**config.mk**
```make
export PLATFORM = sky130hd
export DESIGN_NAME = cds_sequencer
export DESIGN_NICKNAME = d
export VERILOG_FILES = /design/src/rtl/cds_seq_pkg.sv /design/src/rtl/cds_pulse_gen.sv /design/src/rtl/cds_sequencer.sv
export SDC_FILE = /design/constraint.sdc
export NUM_CORES = 1
export LEC_CHECK = 0
export ABC_AREA = 1
export ABC_CLOCK_PERIOD_IN_PS = 3500
export CAP_MARGIN = 20
export CORE_MARGIN = 5
export CORE_UTILIZATION = 52
export CTS_CLUSTER_SIZE = 28
export DETAILED_ROUTE_END_ITERATION = 10
export PLACE_DENSITY = 0.77
export REMOVE_ABC_BUFFERS = 1
export SYNTH_ARGS = -nofsm -noshare
export SYNTH_HDL_FRONTEND = slang
export SYNTH_SLANG_ARGS = --single-unit
```
**constraint.sdc**
```tcl
create_clock -name clk_muestra -period 3.5 [get_ports clk_muestra]
set_input_delay 0.7 -clock clk_muestra [delete_from_list [all_inputs] [get_ports clk_muestra]]
set_output_delay 0.7 -clock clk_muestra [all_outputs]
set_load 0.05 [all_outputs]
```
**src/rtl/cds_seq_pkg.sv**
```systemverilog
// Shared constants, state encoding and helpers for the CDS timing sequencer.
// Compile-time option CDS_SEQ_MARKER_EN is consumed by cds_sequencer.
package cds_seq_pkg;

    localparam logic [16:0] SETTLE     = 17'd8;
    localparam logic [15:0] DEF_WINDOW = 16'd200;
    localparam logic [15:0] DEF_PERIOD = 16'd1024;
    localparam logic [15:0] DEF_NPIX   = 16'd1;
    localparam logic [7:0]  DEF_DIV    = 8'd4;

    localparam logic [2:0] ST_IDLE  = 3'd0;
    localparam logic [2:0] ST_START = 3'd1;
    localparam logic [2:0] ST_INTEG = 3'd2;
    localparam logic [2:0] ST_READ  = 3'd3;
    localparam logic [2:0] ST_GAP   = 3'd4;
    localparam logic [2:0] ST_FIN   = 3'd5;
    localparam logic [2:0] ST_ABORT = 3'd6;

    typedef enum logic [2:0] {
        S_IDLE  = ST_IDLE,
        S_START = ST_START,
        S_INTEG = ST_INTEG,
        S_READ  = ST_READ,
        S_GAP   = ST_GAP,
        S_FIN   = ST_FIN,
        S_ABORT = ST_ABORT
    } cds_state_e;

    localparam int CDS_BIT_STROBE = 0;
    localparam int CDS_BIT_END    = 3;
    localparam int CDS_BIT_START  = 5;
    localparam int CDS_BIT_MARK   = 7;
    localparam int RD_LAT         = 2;

    // Readout spacing below 2 would leave bit5 permanently high.
    function automatic logic [7:0] eff_div(input logic [7:0] div);
        if (div < 8'd2) begin
            return 8'd2;
        end else begin
            return div;
        end
    endfunction

endpackage

```
**src/rtl/cds_pulse_gen.sv**
```systemverilog
// Readout pulse generator: divider plus RD_LAT-deep delay line producing the
// bit5 read-advance pulses and the bit0 output strobes. Exposes next-cycle values.
module cds_pulse_gen
    import cds_seq_pkg::*;
(
    input  logic        clk_muestra,
    input  logic        reset,
    input  logic        en,
    input  logic        clr,
    input  logic [7:0]  div,
    input  logic [15:0] window,
    output logic        rise,
    output logic        strobe,
    output logic        rise_nxt,
    output logic        strobe_nxt,
    output logic [15:0] pulse_count
);

    logic [7:0]        div_cnt_r, div_cnt_s;
    logic [15:0]       cnt_r, cnt_s;
    logic              rise_r, rise_s;
    logic [RD_LAT-1:0] dly_r, dly_s;

    // Next-state of divider, pulse counter and delay line.
    always_comb begin
        div_cnt_s = div_cnt_r;
        cnt_s     = cnt_r;
        rise_s    = rise_r;
        dly_s     = dly_r;
        if (clr) begin
            // Parked one step before wrap so the first enabled cycle is a pulse.
            div_cnt_s = div - 8'd1;
            cnt_s     = 16'd0;
            rise_s    = 1'b0;
            dly_s     = '0;
        end else if (en) begin
            if (div_cnt_r >= div - 8'd1) begin
                div_cnt_s = 8'd0;
            end else begin
                div_cnt_s = div_cnt_r + 8'd1;
            end
            rise_s = (div_cnt_s == 8'd0) && (cnt_r < window);
            cnt_s  = cnt_r + {15'd0, rise_s};
            dly_s  = {dly_r[RD_LAT-2:0], rise_r};
        end else begin
            div_cnt_s = div_cnt_r;
        end
    end

    // Pulse generator state registers.
    always_ff @(posedge clk_muestra) begin
        if (reset) begin
            div_cnt_r <= 8'd0;
            cnt_r     <= 16'd0;
            rise_r    <= 1'b0;
            dly_r     <= '0;
        end else begin
            div_cnt_r <= div_cnt_s;
            cnt_r     <= cnt_s;
            rise_r    <= rise_s;
            dly_r     <= dly_s;
        end
    end

    assign rise        = rise_r;
    assign strobe      = dly_r[RD_LAT-1];
    assign rise_nxt    = rise_s;
    assign strobe_nxt  = dly_s[RD_LAT-1];
    assign pulse_count = cnt_r;

endmodule

```
**src/rtl/cds_sequencer.sv**
```systemverilog
// CDS sequencer top: frame FSM, shadow config, period/pixel counters, registered CDS bus.
// Define CDS_SEQ_MARKER_EN to flag the START cycle of pixel 0 on cdsbus[7].
module cds_sequencer
    import cds_seq_pkg::*;
(
    input  logic        clk_muestra,
    input  logic        reset,
    input  logic        start,
    input  logic        abort,
    input  logic        cfg_load,
    input  logic [15:0] cfg_window,
    input  logic [15:0] cfg_period,
    input  logic [15:0] cfg_npix,
    input  logic [7:0]  cfg_div,
    output logic [7:0]  cdsbus,
    output logic        busy,
    output logic [15:0] pix_count,
    output logic        done
);

    cds_state_e  state_r, state_s;
    logic [15:0] win_r, per_r, npix_r;
    logic [7:0]  div_r;
    logic [15:0] period_cnt_r;
    logic [16:0] integ_cnt_r;
    logic [15:0] pix_r, pix_s;
    logic [7:0]  cdsbus_r, cdsbus_s;
    logic        busy_r, done_r;

    logic        pg_en_s, pg_clr_s;
    logic        pg_rise_s, pg_strobe_s, pg_rise_nxt_s, pg_strobe_nxt_s;
    logic [15:0] pg_count_s;
    logic        read_last_s, gap_done_s, last_pix_s, abortable_s;

    assign pg_en_s  = (state_s == S_READ);
    assign pg_clr_s = ~pg_en_s;

    cds_pulse_gen u_pulse_gen (
        .clk_muestra (clk_muestra),
        .reset       (reset),
        .en          (pg_en_s),
        .clr         (pg_clr_s),
        .div         (div_r),
        .window      (win_r),
        .rise        (pg_rise_s),
        .strobe      (pg_strobe_s),
        .rise_nxt    (pg_rise_nxt_s),
        .strobe_nxt  (pg_strobe_nxt_s),
        .pulse_count (pg_count_s)
    );

    // READ is over once the strobe of the final pulse is on the bus.
    assign read_last_s = (win_r == 16'd0) ||
                         (pg_strobe_s && !pg_rise_s && (pg_count_s == win_r));
    assign gap_done_s  = (period_cnt_r >= per_r);
    assign last_pix_s  = (pix_r == npix_r - 16'd1);
    assign abortable_s = (state_r == S_START) || (state_r == S_INTEG) ||
                         (state_r == S_READ)  || (state_r == S_GAP);

    // Next-state and pixel index logic.
    always_comb begin
        state_s = state_r;
        pix_s   = pix_r;
        case (state_r)
            S_IDLE: begin
                if (start && (npix_r != 16'd0)) begin
                    state_s = S_START;
                end else begin
                    state_s = S_IDLE;
                end
            end
            S_START: state_s = S_INTEG;
            S_INTEG: begin
                if (integ_cnt_r >= ({1'b0, win_r} + SETTLE)) begin
                    state_s = S_READ;
                end else begin
                    state_s = S_INTEG;
                end
            end
            S_READ, S_GAP: begin
                if ((state_r == S_READ) && !read_last_s) begin
                    state_s = S_READ;
                end else if (!gap_done_s) begin
                    state_s = S_GAP;
                end else if (last_pix_s) begin
                    state_s = S_FIN;
                end else begin
                    state_s = S_START;
                    pix_s   = pix_r + 16'd1;
                end
            end
            S_FIN:   state_s = S_IDLE;
            S_ABORT: state_s = S_IDLE;
            default: state_s = S_IDLE;
        endcase
        if (abort && abortable_s) begin
            state_s = S_ABORT;
        end else begin
            state_s = state_s;
        end
        if ((state_s == S_IDLE) || (state_s == S_FIN) || (state_s == S_ABORT)) begin
            pix_s = 16'd0;
        end else begin
            pix_s = pix_s;
        end
    end

    // CDS bus value for the coming cycle.
    always_comb begin
        cdsbus_s = 8'h00;
        if (state_s == S_ABORT) begin
            cdsbus_s = 8'h08;
        end else begin
            cdsbus_s[CDS_BIT_START]  = (state_s == S_START) || pg_rise_nxt_s;
            cdsbus_s[CDS_BIT_STROBE] = pg_strobe_nxt_s;
            cdsbus_s[CDS_BIT_END]    = (state_r == S_READ) && (state_s != S_READ);
`ifdef CDS_SEQ_MARKER_EN
            cdsbus_s[CDS_BIT_MARK]   = (state_s == S_START) && (pix_s == 16'd0);
`else
            cdsbus_s[CDS_BIT_MARK]   = 1'b0;
`endif
        end
    end

    // FSM state, pixel index and registered outputs.
    always_ff @(posedge clk_muestra) begin
        if (reset) begin
            state_r  <= S_IDLE;
            pix_r    <= 16'd0;
            cdsbus_r <= 8'h00;
            busy_r   <= 1'b0;
            done_r   <= 1'b0;
        end else begin
            state_r  <= state_s;
            pix_r    <= pix_s;
            cdsbus_r <= cdsbus_s;
            busy_r   <= (state_s != S_IDLE);
            done_r   <= (state_s == S_FIN) || (state_s == S_ABORT);
        end
    end

    // Shadow configuration, writable only while idle.
    always_ff @(posedge clk_muestra) begin
        if (reset) begin
            win_r  <= DEF_WINDOW;
            per_r  <= DEF_PERIOD;
            npix_r <= DEF_NPIX;
            div_r  <= DEF_DIV;
        end else if ((state_r == S_IDLE) && cfg_load) begin
            win_r  <= cfg_window;
            per_r  <= cfg_period;
            npix_r <= cfg_npix;
            div_r  <= eff_div(cfg_div);
        end else begin
            div_r  <= div_r;
        end
    end

    // Period counter holds cycles elapsed since START, inclusive of the current one.
    always_ff @(posedge clk_muestra) begin
        if (reset) begin
            period_cnt_r <= 16'd0;
            integ_cnt_r  <= 17'd0;
        end else begin
            if (state_s == S_START) begin
                period_cnt_r <= 16'd1;
            end else if (period_cnt_r != 16'hFFFF) begin
                period_cnt_r <= period_cnt_r + 16'd1;
            end else begin
                period_cnt_r <= period_cnt_r;
            end
            if (state_r == S_START) begin
                integ_cnt_r <= 17'd1;
            end else if (state_r == S_INTEG) begin
                integ_cnt_r <= integ_cnt_r + 17'd1;
            end else begin
                integ_cnt_r <= integ_cnt_r;
            end
        end
    end

    assign cdsbus    = cdsbus_r;
    assign busy      = busy_r;
    assign pix_count = pix_r;
    assign done      = done_r;

endmodule

```
# Word level (Yosys, flattened, before mapping)
# Cells that the tools add are included.
dict set report op_classes {
  muxes 18
  reduce_logical 33
  eq_ne 12
  bitwise 3
  n_addsub 8
  magnitude_cmp 5
}
# op n
set op_table {}
lappend op_table {{16-bit by 1-bit adder with 16-bit output, second input constant} 2}
lappend op_table {{16-bit equality test} 2}
lappend op_table {{8-bit 2-to-1 mux} 4}
lappend op_table {{16-bit by 4-bit adder with 17-bit output, second input constant} 1}
lappend op_table {{17-bit by 1-bit adder with 17-bit output, second input constant} 1}
lappend op_table {{17-bit greater-or-equal comparator} 1}
lappend op_table {{16-bit by 1-bit adder with 16-bit output} 1}
lappend op_table {{16-bit greater-or-equal comparator} 1}
lappend op_table {{16-bit logical NOT} 1}
lappend op_table {{16-bit less-than comparator} 1}
lappend op_table {{16-bit inequality test, second input constant} 1}
lappend op_table {{16-bit nonzero test} 1}
lappend op_table {{16-bit by 1-bit subtractor with 16-bit output, second input constant} 1}
lappend op_table {{3-bit 2-to-1 mux} 4}
lappend op_table {{3-bit one-hot mux with 4 select lines} 1}
lappend op_table {{2-bit OR reduction} 6}
lappend op_table {{3-bit by 2-bit equality test with 1-bit output, second input constant} 3}
lappend op_table {{3-bit equality test, second input constant} 3}
lappend op_table {{8-bit by 1-bit adder with 8-bit output, second input constant} 1}
lappend op_table {{8-bit greater-or-equal comparator} 1}
lappend op_table {{1-bit logical AND} 8}
lappend op_table {{8-bit logical NOT} 1}
lappend op_table {{1-bit logical OR} 8}
lappend op_table {{8-bit by 2-bit less-than comparator with 1-bit output, second input constant} 1}
lappend op_table {{11 further kinds} 24}
dict set report totals {
  word_cells 99
  regBits 145
  out_inout_bits 26
  in_bits 61
}

# Depth between registers and ports, before layout
# Gate-level depths: netlist of run 1.
dict set report depth {
  depth_word 15
  mapped_depth 29
  ltp_nobuf 29
}

# By module
# A second synthesis of run 1 with hierarchy kept.
dict set report hier_totals {
  cells_unflattened 1350
  area_unflattened_um2 9097.5
}
# module cells_per_inst instances seq_area_each_um2 area_per_inst_um2
set by_module_without_submodules {}
lappend by_module_without_submodules {cds_sequencer 1028 1 2262.2 6909.1}
lappend by_module_without_submodules {cds_pulse_gen 322 1 540.5 2188.3}

# Worst setup path after synthesis of run 1
# No wires, ideal clock.
dict set report synth_timing {
  path_kind {register -> register}
  startpoint {register div_r[0]}
  endpoint {register u_pulse_gen.cnt_r[14], in the netlist u_pulse_gen.pulse_count[14]}
  period_less_slack_ns 3.623
  stages_incl_launch_ff 29
  t_required_ns 3.384
  setup_time_ns 0.116
  path_buffers 0
  arrival_time_ns 3.507
  path_slack_ns -0.123
  cell_sequence {dfxtp_1 -> inv_1 -> ha_1 -> nand2_1 -> nor3_1 -> xor2_1 -> inv_1 -> ha_1 -> nand2_1 -> nor2_1 -> nand4_1 -> nand3_1 -> inv_1 -> nand2_1 -> nor2_1 -> nor2_1 -> nand4_1 -> nor2_1 -> ha_1 -> ha_1 -> nand2_1 -> nor2_1 -> inv_1 -> nor2_1 -> nand2_1 -> nor3_1 -> nand4_1 -> xor2_1 -> nor2_1}
}
dict set report synth_via {
  elab_chain_cells 7
}
# element line
set synth_rtl {}
lappend synth_rtl {{from (decl)} cds_sequencer.sv:23} ;# logic [7:0] div_r;
lappend synth_rtl {{from (signal assigned)} cds_sequencer.sv:153} ;# div_r <= eff_div(cfg_div);
lappend synth_rtl {{from (signal assigned)} cds_sequencer.sv:155} ;# div_r <= div_r;
lappend synth_rtl {{8-bit by 1-bit subtractor with 8-bit output} cds_pulse_gen.sv:37} ;# if (div_cnt_r >= div - 8'd1) begin
lappend synth_rtl {{8-bit greater-or-equal comparator} cds_pulse_gen.sv:37}
lappend synth_rtl {{8-bit 2-to-1 mux} cds_pulse_gen.sv:37}
lappend synth_rtl {{8-bit 2-to-1 mux} cds_pulse_gen.sv:30} ;# if (clr) begin
lappend synth_rtl {{8-bit logical NOT} cds_pulse_gen.sv:42} ;# rise_s = (div_cnt_s == 8'd0) && (cnt_r < window);
lappend synth_rtl {{1-bit logical AND} cds_pulse_gen.sv:42}
lappend synth_rtl {{16-bit by 1-bit adder with 16-bit output} cds_pulse_gen.sv:43} ;# cnt_s = cnt_r + {15'd0, rise_s};
lappend synth_rtl {{to (signal assigned)} cds_pulse_gen.sv:59} ;# cnt_r <= cnt_s;
lappend synth_rtl {{to (decl)} cds_pulse_gen.sv:20} ;# logic [15:0] cnt_r, cnt_s;
# Every way passes these cells. The select of a mux whose other input is x is not followed.
# A chain may end at the register's enable or synchronous reset.

# Worst setup path in the final report of run 1
dict set report layout_timing {
  startpoint {register div_r[1]}
  endpoint {register u_pulse_gen.cnt_r[10], in the netlist u_pulse_gen.pulse_count[10]}
}
# Same word-level chain as after synthesis.

==> impl_metrics.json, run 1 <==
{
  "n_antenna_cell": 0,
  "dp_hpwl_um": 15340,
  "grt_pass1_vias": 7866,
  "ir_worst_vdd_v": 0.0004211,
  "clk-insertion-delay-late_ns": 0.43,
  "fp.coreArea_mm2": 0.01652,
  "r2r_start": "div_r[1]",
  "overflow": 0,
  "dieWidth_um": 139.5,
  "antenna_left": 0,
  "holdWs_ns": 0.4468,
  "synthToLayoutAreaGrowth_pct": 26.08,
  "fmax_mhz": 271.6,
  "cp_max_fo": 2,
  "critPathArrivalTime_ns": 4.04,
  "drv_slew": 0,
  "hp-start": "u_pulse_gen.dly_r[0]",
  "setup.worst_path.end": "u_pulse_gen.pulse_count[10]",
  "holdCritPathClass": "flop to flop",
  "regToRegSetupSlack_ns": -0.18,
  "crit_required_ns": 3.85,
  "htreeDepth": 4,
  "portBuffers": 81,
  "leakagePower_nw": 4.636,
  "io_pins": 87,
  "root_buffer": "clkbuf_16",
  "die_h_um": 139.5,
  "die_area_mm2": 0.01945,
  "synth-compound-area-share": 0.1235,
  "synthAdderAreaFrac": 0.09475,
  "rows": 47,
  "slew_headroom": 0.3391,
  "min_period_ns": 3.682,
  "rsz0062_at_grt": "yes",
  "cts_hold_buf": 0,
  "synthFlopType": "dfxtp_1",
  "synth_xor_area_frac": 0.05125,
  "hold_violations": 0,
  "clkPwrFrac": 0.246,
  "drv_cap": 0,
  "num-fill-cells": 1378,
  "wl_per_cell_um": 13.57,
  "skew_ns": 0.006447,
  "stdcell_count": 1589,
  "layout_common_cells": "nand2_1 (242), inv_1 (162), dfxtp_1 (137), a21oi_1 (104), nor2_1 (95)",
  "ys_seq_elements": 140,
  "swShare": 0.4062,
  "grt_use_total": 0.2189,
  "dpl.cell_count": 1537,
  "layout_setup_ws_ns": -0.1817,
  "grt_antenna_before_repair": 0,
  "crit_path_end_kind": "flop",
  "fin_total_pwr_w": 0.007546,
  "syn_inst": 1230,
  "gp_congestion": 0.8925,
  "grt_max_degree": 52,
  "p_comb_frac": 0.468,
  "path_clk_slew_ns": 0.06,
  "finalCritPeriodShare": 1.052,
  "final_common_cell": "nand2_1",
  "synth-edff-count": 0,
  "muxShareOfSynthArea": 0.001148,
  "r2r_end": "u_pulse_gen.pulse_count[10]",
  "wirelength_um": 21560,
  "drive_gt1_frac": 0.1476,
  "fin_nets": 1484,
  "pwr_density_cell_mw_per_mm2": 686.6,
  "p_seq_frac": 0.286,
  "drt-vias-per-instance": 5.225,
  "worstSetupPathType": "flop to flop",
  "post_synth_instance_area_mm2": 0.008716,
  "cts_inserted_buffers": 17,
  "vias": 8303,
  "synth_warnings": 0,
  "ys_seq_area_frac": 0.3216,
  "syn_area_per_cell_um2": 7.086,
  "dp_slack_ns": -0.3300,
  "p_sw_w": 0.003065,
  "cts_buffer_depth": 2,
  "tightest_slew_ns": 0.9823,
  "setup_viol": 9,
  "p_int_w": 0.004481,
  "start_util": 0.5274,
  "crit_start": "div_r[1]",
  "status": "finished with violations",
  "cts_sinks": 140,
  "drc": 0,
  "violations": "setup timing",
  "synth_top_family_by_area": "simple AND/OR/NAND/NOR gates",
  "cts_tree": "yes",
  "drtIter0Drc": 502,
  "synth-async-reset-ratio": 0,
  "start_kind": "flop",
  "worst-r2r-cell-count": 27,
  "synth_cell_types": 51,
  "drt_pass1_iterations": 5,
  "grt_pass1_wl_um": 35920,
  "synth_simple_gate_area_frac": 0.3075
}
-- worst min path at each step --
stage                     slack (ns)                    to  cells after the start
after detailed placement        0.43  u_pulse_gen.dly_r[1]                      2
after floorplan                 0.42  u_pulse_gen.dly_r[0]                      2
after global routing            0.46  u_pulse_gen.dly_r[1]                      2
final                           0.45  u_pulse_gen.dly_r[1]                      2
after global placement          0.43  u_pulse_gen.dly_r[1]                      2
after CTS                       0.44  u_pulse_gen.dly_r[1]                      2
-- flip-flops by register name (all words and copies together), names as in the netlist --
name / flops
period_cnt_r: 16
per_r: 16
pix_count: 16
u_pulse_gen.div_cnt_r: 8
win_r: 16
u_pulse_gen.rise: 1
u_pulse_gen.pulse_count: 16
npix_r: 16
div_r: 8
done: 1
u_pulse_gen.dly_r: 2
busy: 1
state_r: 3
cdsbus: 3
integ_cnt_r: 17
-- final cells by class --
type,count,area [µm²],area share
Inverter,179,676.9,0.06160
Clock inverter,11,142.6,0.01298
Tap cell,220,275.3,0.02505
Timing Repair Buffer,138,1295,0.1178
Clock buffer,20,466.7,0.04247
Multi-Input combinational cell,881,5324,0.4845
Sequential cell,140,2809,0.2556
-- what timing repair did --
item / CTS / global route
buffers inserted: 13 / 7
pin swaps: 10 / 12
cloned: 0 / 1
setup endpoints to repair: 25 / 64
resized for setup: 27 / 49
-- metrics by stage --
stage	utilization	cell area (µm²)	setup TNS [ns]
floorplan	-	8532	-0.1725
global placement	0.6005	9923	-0.3526
detailed placement	0.6005	9923	-1.724
CTS	0.6496	10730	-0.2250
global route	0.6650	10990	-4.309
finish	0.6650	10990	-0.8969
-- synthesized netlist by cell type (2+ instances only) --
cell | n | area (µm²)
clkbuf_1 | 18 | 67.56
buf_1 | 3 | 11.26
inv_2 | 8 | 30.03
buf_6 | 2 | 22.52
o21ai_0 | 74 | 370.4
buf_4 | 5 | 37.54
o211ai_1 | 6 | 45.04
xnor2_1 | 10 | 87.58
nor3_4 | 2 | 32.53
buf_2 | 5 | 25.02
o21bai_1 | 2 | 15.01
nand3b_1 | 3 | 22.52
nand2_1 | 251 | 942.2
dfxtp_1 | 140 | 2803
xor2_1 | 41 | 359.1
clkinv_1 | 3 | 11.26
a211oi_1 | 3 | 22.52
o21ai_1 | 3 | 15.01
nor3b_1 | 7 | 52.55
nand2_2 | 8 | 50.05
nand3_1 | 59 | 295.3
nor4_1 | 8 | 50.05
nor3_1 | 29 | 145.1
a21oi_1 | 106 | 530.5
nand4_1 | 39 | 244.0
ha_1 | 66 | 825.8
nor3_2 | 10 | 100.1
nand2_4 | 5 | 56.30
nor2_2 | 5 | 31.28
nand3_2 | 5 | 50.05
nor2_1 | 106 | 397.9
nor2_4 | 12 | 135.1
inv_1 | 168 | 630.6
-- power groups by stage --
stage / sequential [W] / clock, W / combinational (W)
finish: 0.00216 / 0.00186 / 0.00353
detailed placement: 0.00216 / 0 / 0.00298
global route: 0.00220 / 0.00196 / 0.00396
CTS: 0.00214 / 0.00188 / 0.00327
floorplan: 0.00217 / 0 / 0.00205
global placement: 0.00216 / 0 / 0.00290
-- kinds of logic after synthesis --
group,count (synthesis)
xor+xnor,51
other cells,1
mux,1
compound gates,201
fa+ha+maj,66
flops,140
simple gates,556
buf+inv,214
-- worst max-delay path: stages, from the launching register on --
cell and delay (ns):
dfxtp_4 0.36, inv_4 0.06, ha_4 0.14, nand2_4 0.06
nor3_4 0.12, xor2_1 0.24, inv_1 0.07, ha_1 0.29
nand2_2 0.06, nor2_2 0.09, nand4_1 0.09, nand3_2 0.10
buf_6 0.10, nor3_2 0.04, nor2_1 0.12, nand4_1 0.18
nor2_4 0.17, ha_4 0.17, ha_4 0.14, nand2_4 0.05
nor2_4 0.09, inv_2 0.05, nor2_4 0.11, nand2_2 0.07
buf_4 0.14, buf_4 0.13, o31ai_1 0.17, nor3b_2 0.18
-- metal layers --
metal / track usage / wire [µm] / vias up
met3: 0.03945 / 843 / 44
li1: - / - / 4279
met5: 0 / 0 / -
met2: 0.3807 / 10500 / 181
met1: 0.2730 / 9730 / 3799
met4: 0.07518 / 484 / 0
(Power assumes the default switching activity.)
==> inputs of run 2 (changes only) <==
SKIP_LAST_GASP = 1   (was default)
==> run 2 against run 1 <==
Effect of this change:
- first-iteration DRC count unchanged
- sequential cell count unchanged
- sequential share of layout area about the same
- via count is essentially flat
- routed wire length about the same
- fmax hardly changed
- combinational power barely moved
- clock skew about the same
- largest cell class unchanged
- the flow still finishes with violations (setup timing)
- non-clock buffer count unchanged
- power barely moved
==> impl_metrics.json, run 2 (same netlist as run 1, synthesis figures left out) <==
{
  "wl_met2_um": 10500,
  "path_clk_slew_ns": 0.06,
  "grt_max_degree": 52,
  "start_kind": "flop",
  "regToRegSetupSlack_ns": -0.18,
  "tightest_slew_ns": 0.9823,
  "drtIter0Drc": 502,
  "r2r_end": "u_pulse_gen.pulse_count[10]",
  "grt_pass1_vias": 7866,
  "io_pins": 87,
  "layout_setup_ws_ns": -0.1818,
  "stdcell_count": 1589,
  "wl_per_cell_um": 13.56,
  "worst-r2r-cell-count": 27,
  "crit_path_end_kind": "flop",
  "cts_inserted_buffers": 17,
  "dieWidth_um": 139.5,
  "gp_congestion": 0.8925,
  "setup_viol": 9,
  "cp_max_fo": 2,
  "largest_reg_flops": 17,
  "top_register": "integ_cnt_r",
  "fin_nets": 1484,
  "fmax_mhz": 271.6,
  "holdPathEnd": "u_pulse_gen.dly_r[1]",
  "worstSetupPathType": "flop to flop",
  "cts_sinks": 140,
  "hp-start": "u_pulse_gen.dly_r[0]",
  "overflow": 0,
  "synthToLayoutAreaGrowth_pct": 26.04,
  "htreeDepth": 4,
  "cts_tree": "yes",
  "pwr_density_cell_mw_per_mm2": 686.8,
  "r2r_start": "div_r[1]",
  "ir_worst_vdd_v": 0.0004210,
  "critPathArrivalTime_ns": 4.04,
  "holdCritPathClass": "flop to flop",
  "grt_use_total": 0.2189,
  "drc": 0,
  "drv_slew": 0,
  "vias": 8300,
  "drt_pass1_iterations": 5,
  "grt_pass1_wl_um": 35920,
  "rsz0062_at_grt": "yes",
  "die_h_um": 139.5,
  "hold_violations": 0,
  "n_antenna_cell": 0,
  "dpl.cell_count": 1537,
  "die_area_mm2": 0.01945,
  "status": "finished with violations",
  "final_common_cell": "nand2_1",
  "fp.coreArea_mm2": 0.01652,
  "dp_hpwl_um": 15340,
  "finalCritPeriodShare": 1.052,
  "dp_slack_ns": -0.3300,
  "dr_wl_met3_um": 840,
  "drt-vias-per-instance": 5.223,
  "drv_cap": 0,
  "root_buffer": "clkbuf_16",
  "rows": 47,
  "slew_headroom": 0.3391,
  "violations": "setup timing",
  "clk-insertion-delay-late_ns": 0.43,
  "start_util": 0.5274,
  "grt_antenna_before_repair": 0,
  "cts_buffer_depth": 2,
  "min_period_ns": 3.682,
  "design_area_mm2": 0.01099,
  "portBuffers": 81,
  "min_path_cells": 2,
  "skew_ns": 0.006437,
  "leakagePower_nw": 4.636,
  "antenna_left": 0,
  "crit_required_ns": 3.85,
  "drt-met1-wl_um": 9730,
  "layout_common_cells": "nand2_1 (242), inv_1 (162), dfxtp_1 (137), a21oi_1 (104), nor2_1 (95)",
  "topRoutingLayerUsed": "met4",
  "postPlaceCellArea_mm2": 0.009923,
  "wirelength_um": 21550,
  "drive_gt1_frac": 0.1468
}
==> run 2: how the worst max path moves through the flow <==
stage                   from                     endpoint  cells past startpoint
global route        div_r[1]  u_pulse_gen.pulse_count[14]                     28
finish              div_r[1]  u_pulse_gen.pulse_count[10]                     27
detailed placement  div_r[1]  u_pulse_gen.pulse_count[14]                     29
floorplan           div_r[0]  u_pulse_gen.pulse_count[14]                     28
CTS                 div_r[1]  u_pulse_gen.pulse_count[14]                     29
global placement    div_r[1]  u_pulse_gen.pulse_count[14]                     29
==> run 2: what timing repair did <==
item	4_1_cts	5_1_grt
pin swaps	10	12
setup endpoints to repair	25	64
gates cloned	0	1
hold buffers	0	0
buffers inserted	13	7
gates resized for setup	27	48
==> run 2: critical path: stages, from the launching register on <==
cell	delay, ns
dfxtp_4	0.36
inv_4	0.06
ha_4	0.14
nand2_4	0.06
nor3_4	0.12
xor2_1	0.24
inv_1	0.07
ha_1	0.29
nand2_2	0.06
nor2_2	0.09
nand4_1	0.09
nand3_2	0.10
buf_6	0.10
nor3_2	0.04
nor2_1	0.12
nand4_1	0.18
nor2_4	0.17
ha_4	0.17
ha_4	0.14
nand2_4	0.05
nor2_4	0.09
inv_2	0.05
nor2_4	0.11
nand2_2	0.07
buf_4	0.14
buf_4	0.13
o31ai_1	0.17
nor3b_2	0.18
==> run 2: layout make-up <==
class	instances	area, µm²
tap	220	275.3
inverter	179	676.9
timing repair buffer	138	1295
fill	1378	5539
sequential	140	2809
multi-input combinational	881	5320
clock inverter	11	142.6
clock buffer	20	466.7
==> run 2: routing by layer <==
layer	up-vias	GRT usage
li1	4279	-
met1	3797	0.2730
met2	180	0.3807
met3	44	0.03945
met4	0	0.07518
met5	-	0
==> run 2: report_power, final <==
part	internal, W	total, W	switching, W
sequential	0.00191	0.00216	0.000249
clock	0.00117	0.00186	0.000687
combinational	0.00141	0.00353	0.00213
total	0.00448	0.00754	0.00306
==> run 2: per-stage QoR <==
step	total power [W]	TNS [ns]	hold WS, ns	utilization
final	0.007545	-0.9084	0.4468	0.6648
after global routing	0.008110	-4.341	0.4570	0.6648
after CTS	0.007288	-0.2250	0.4410	0.6496
after detailed placement	0.005139	-1.724	0.4318	0.6005
after global placement	0.005053	-0.3526	0.4253	0.6005
after floorplan	0.004216	-0.1725	0.4163	-
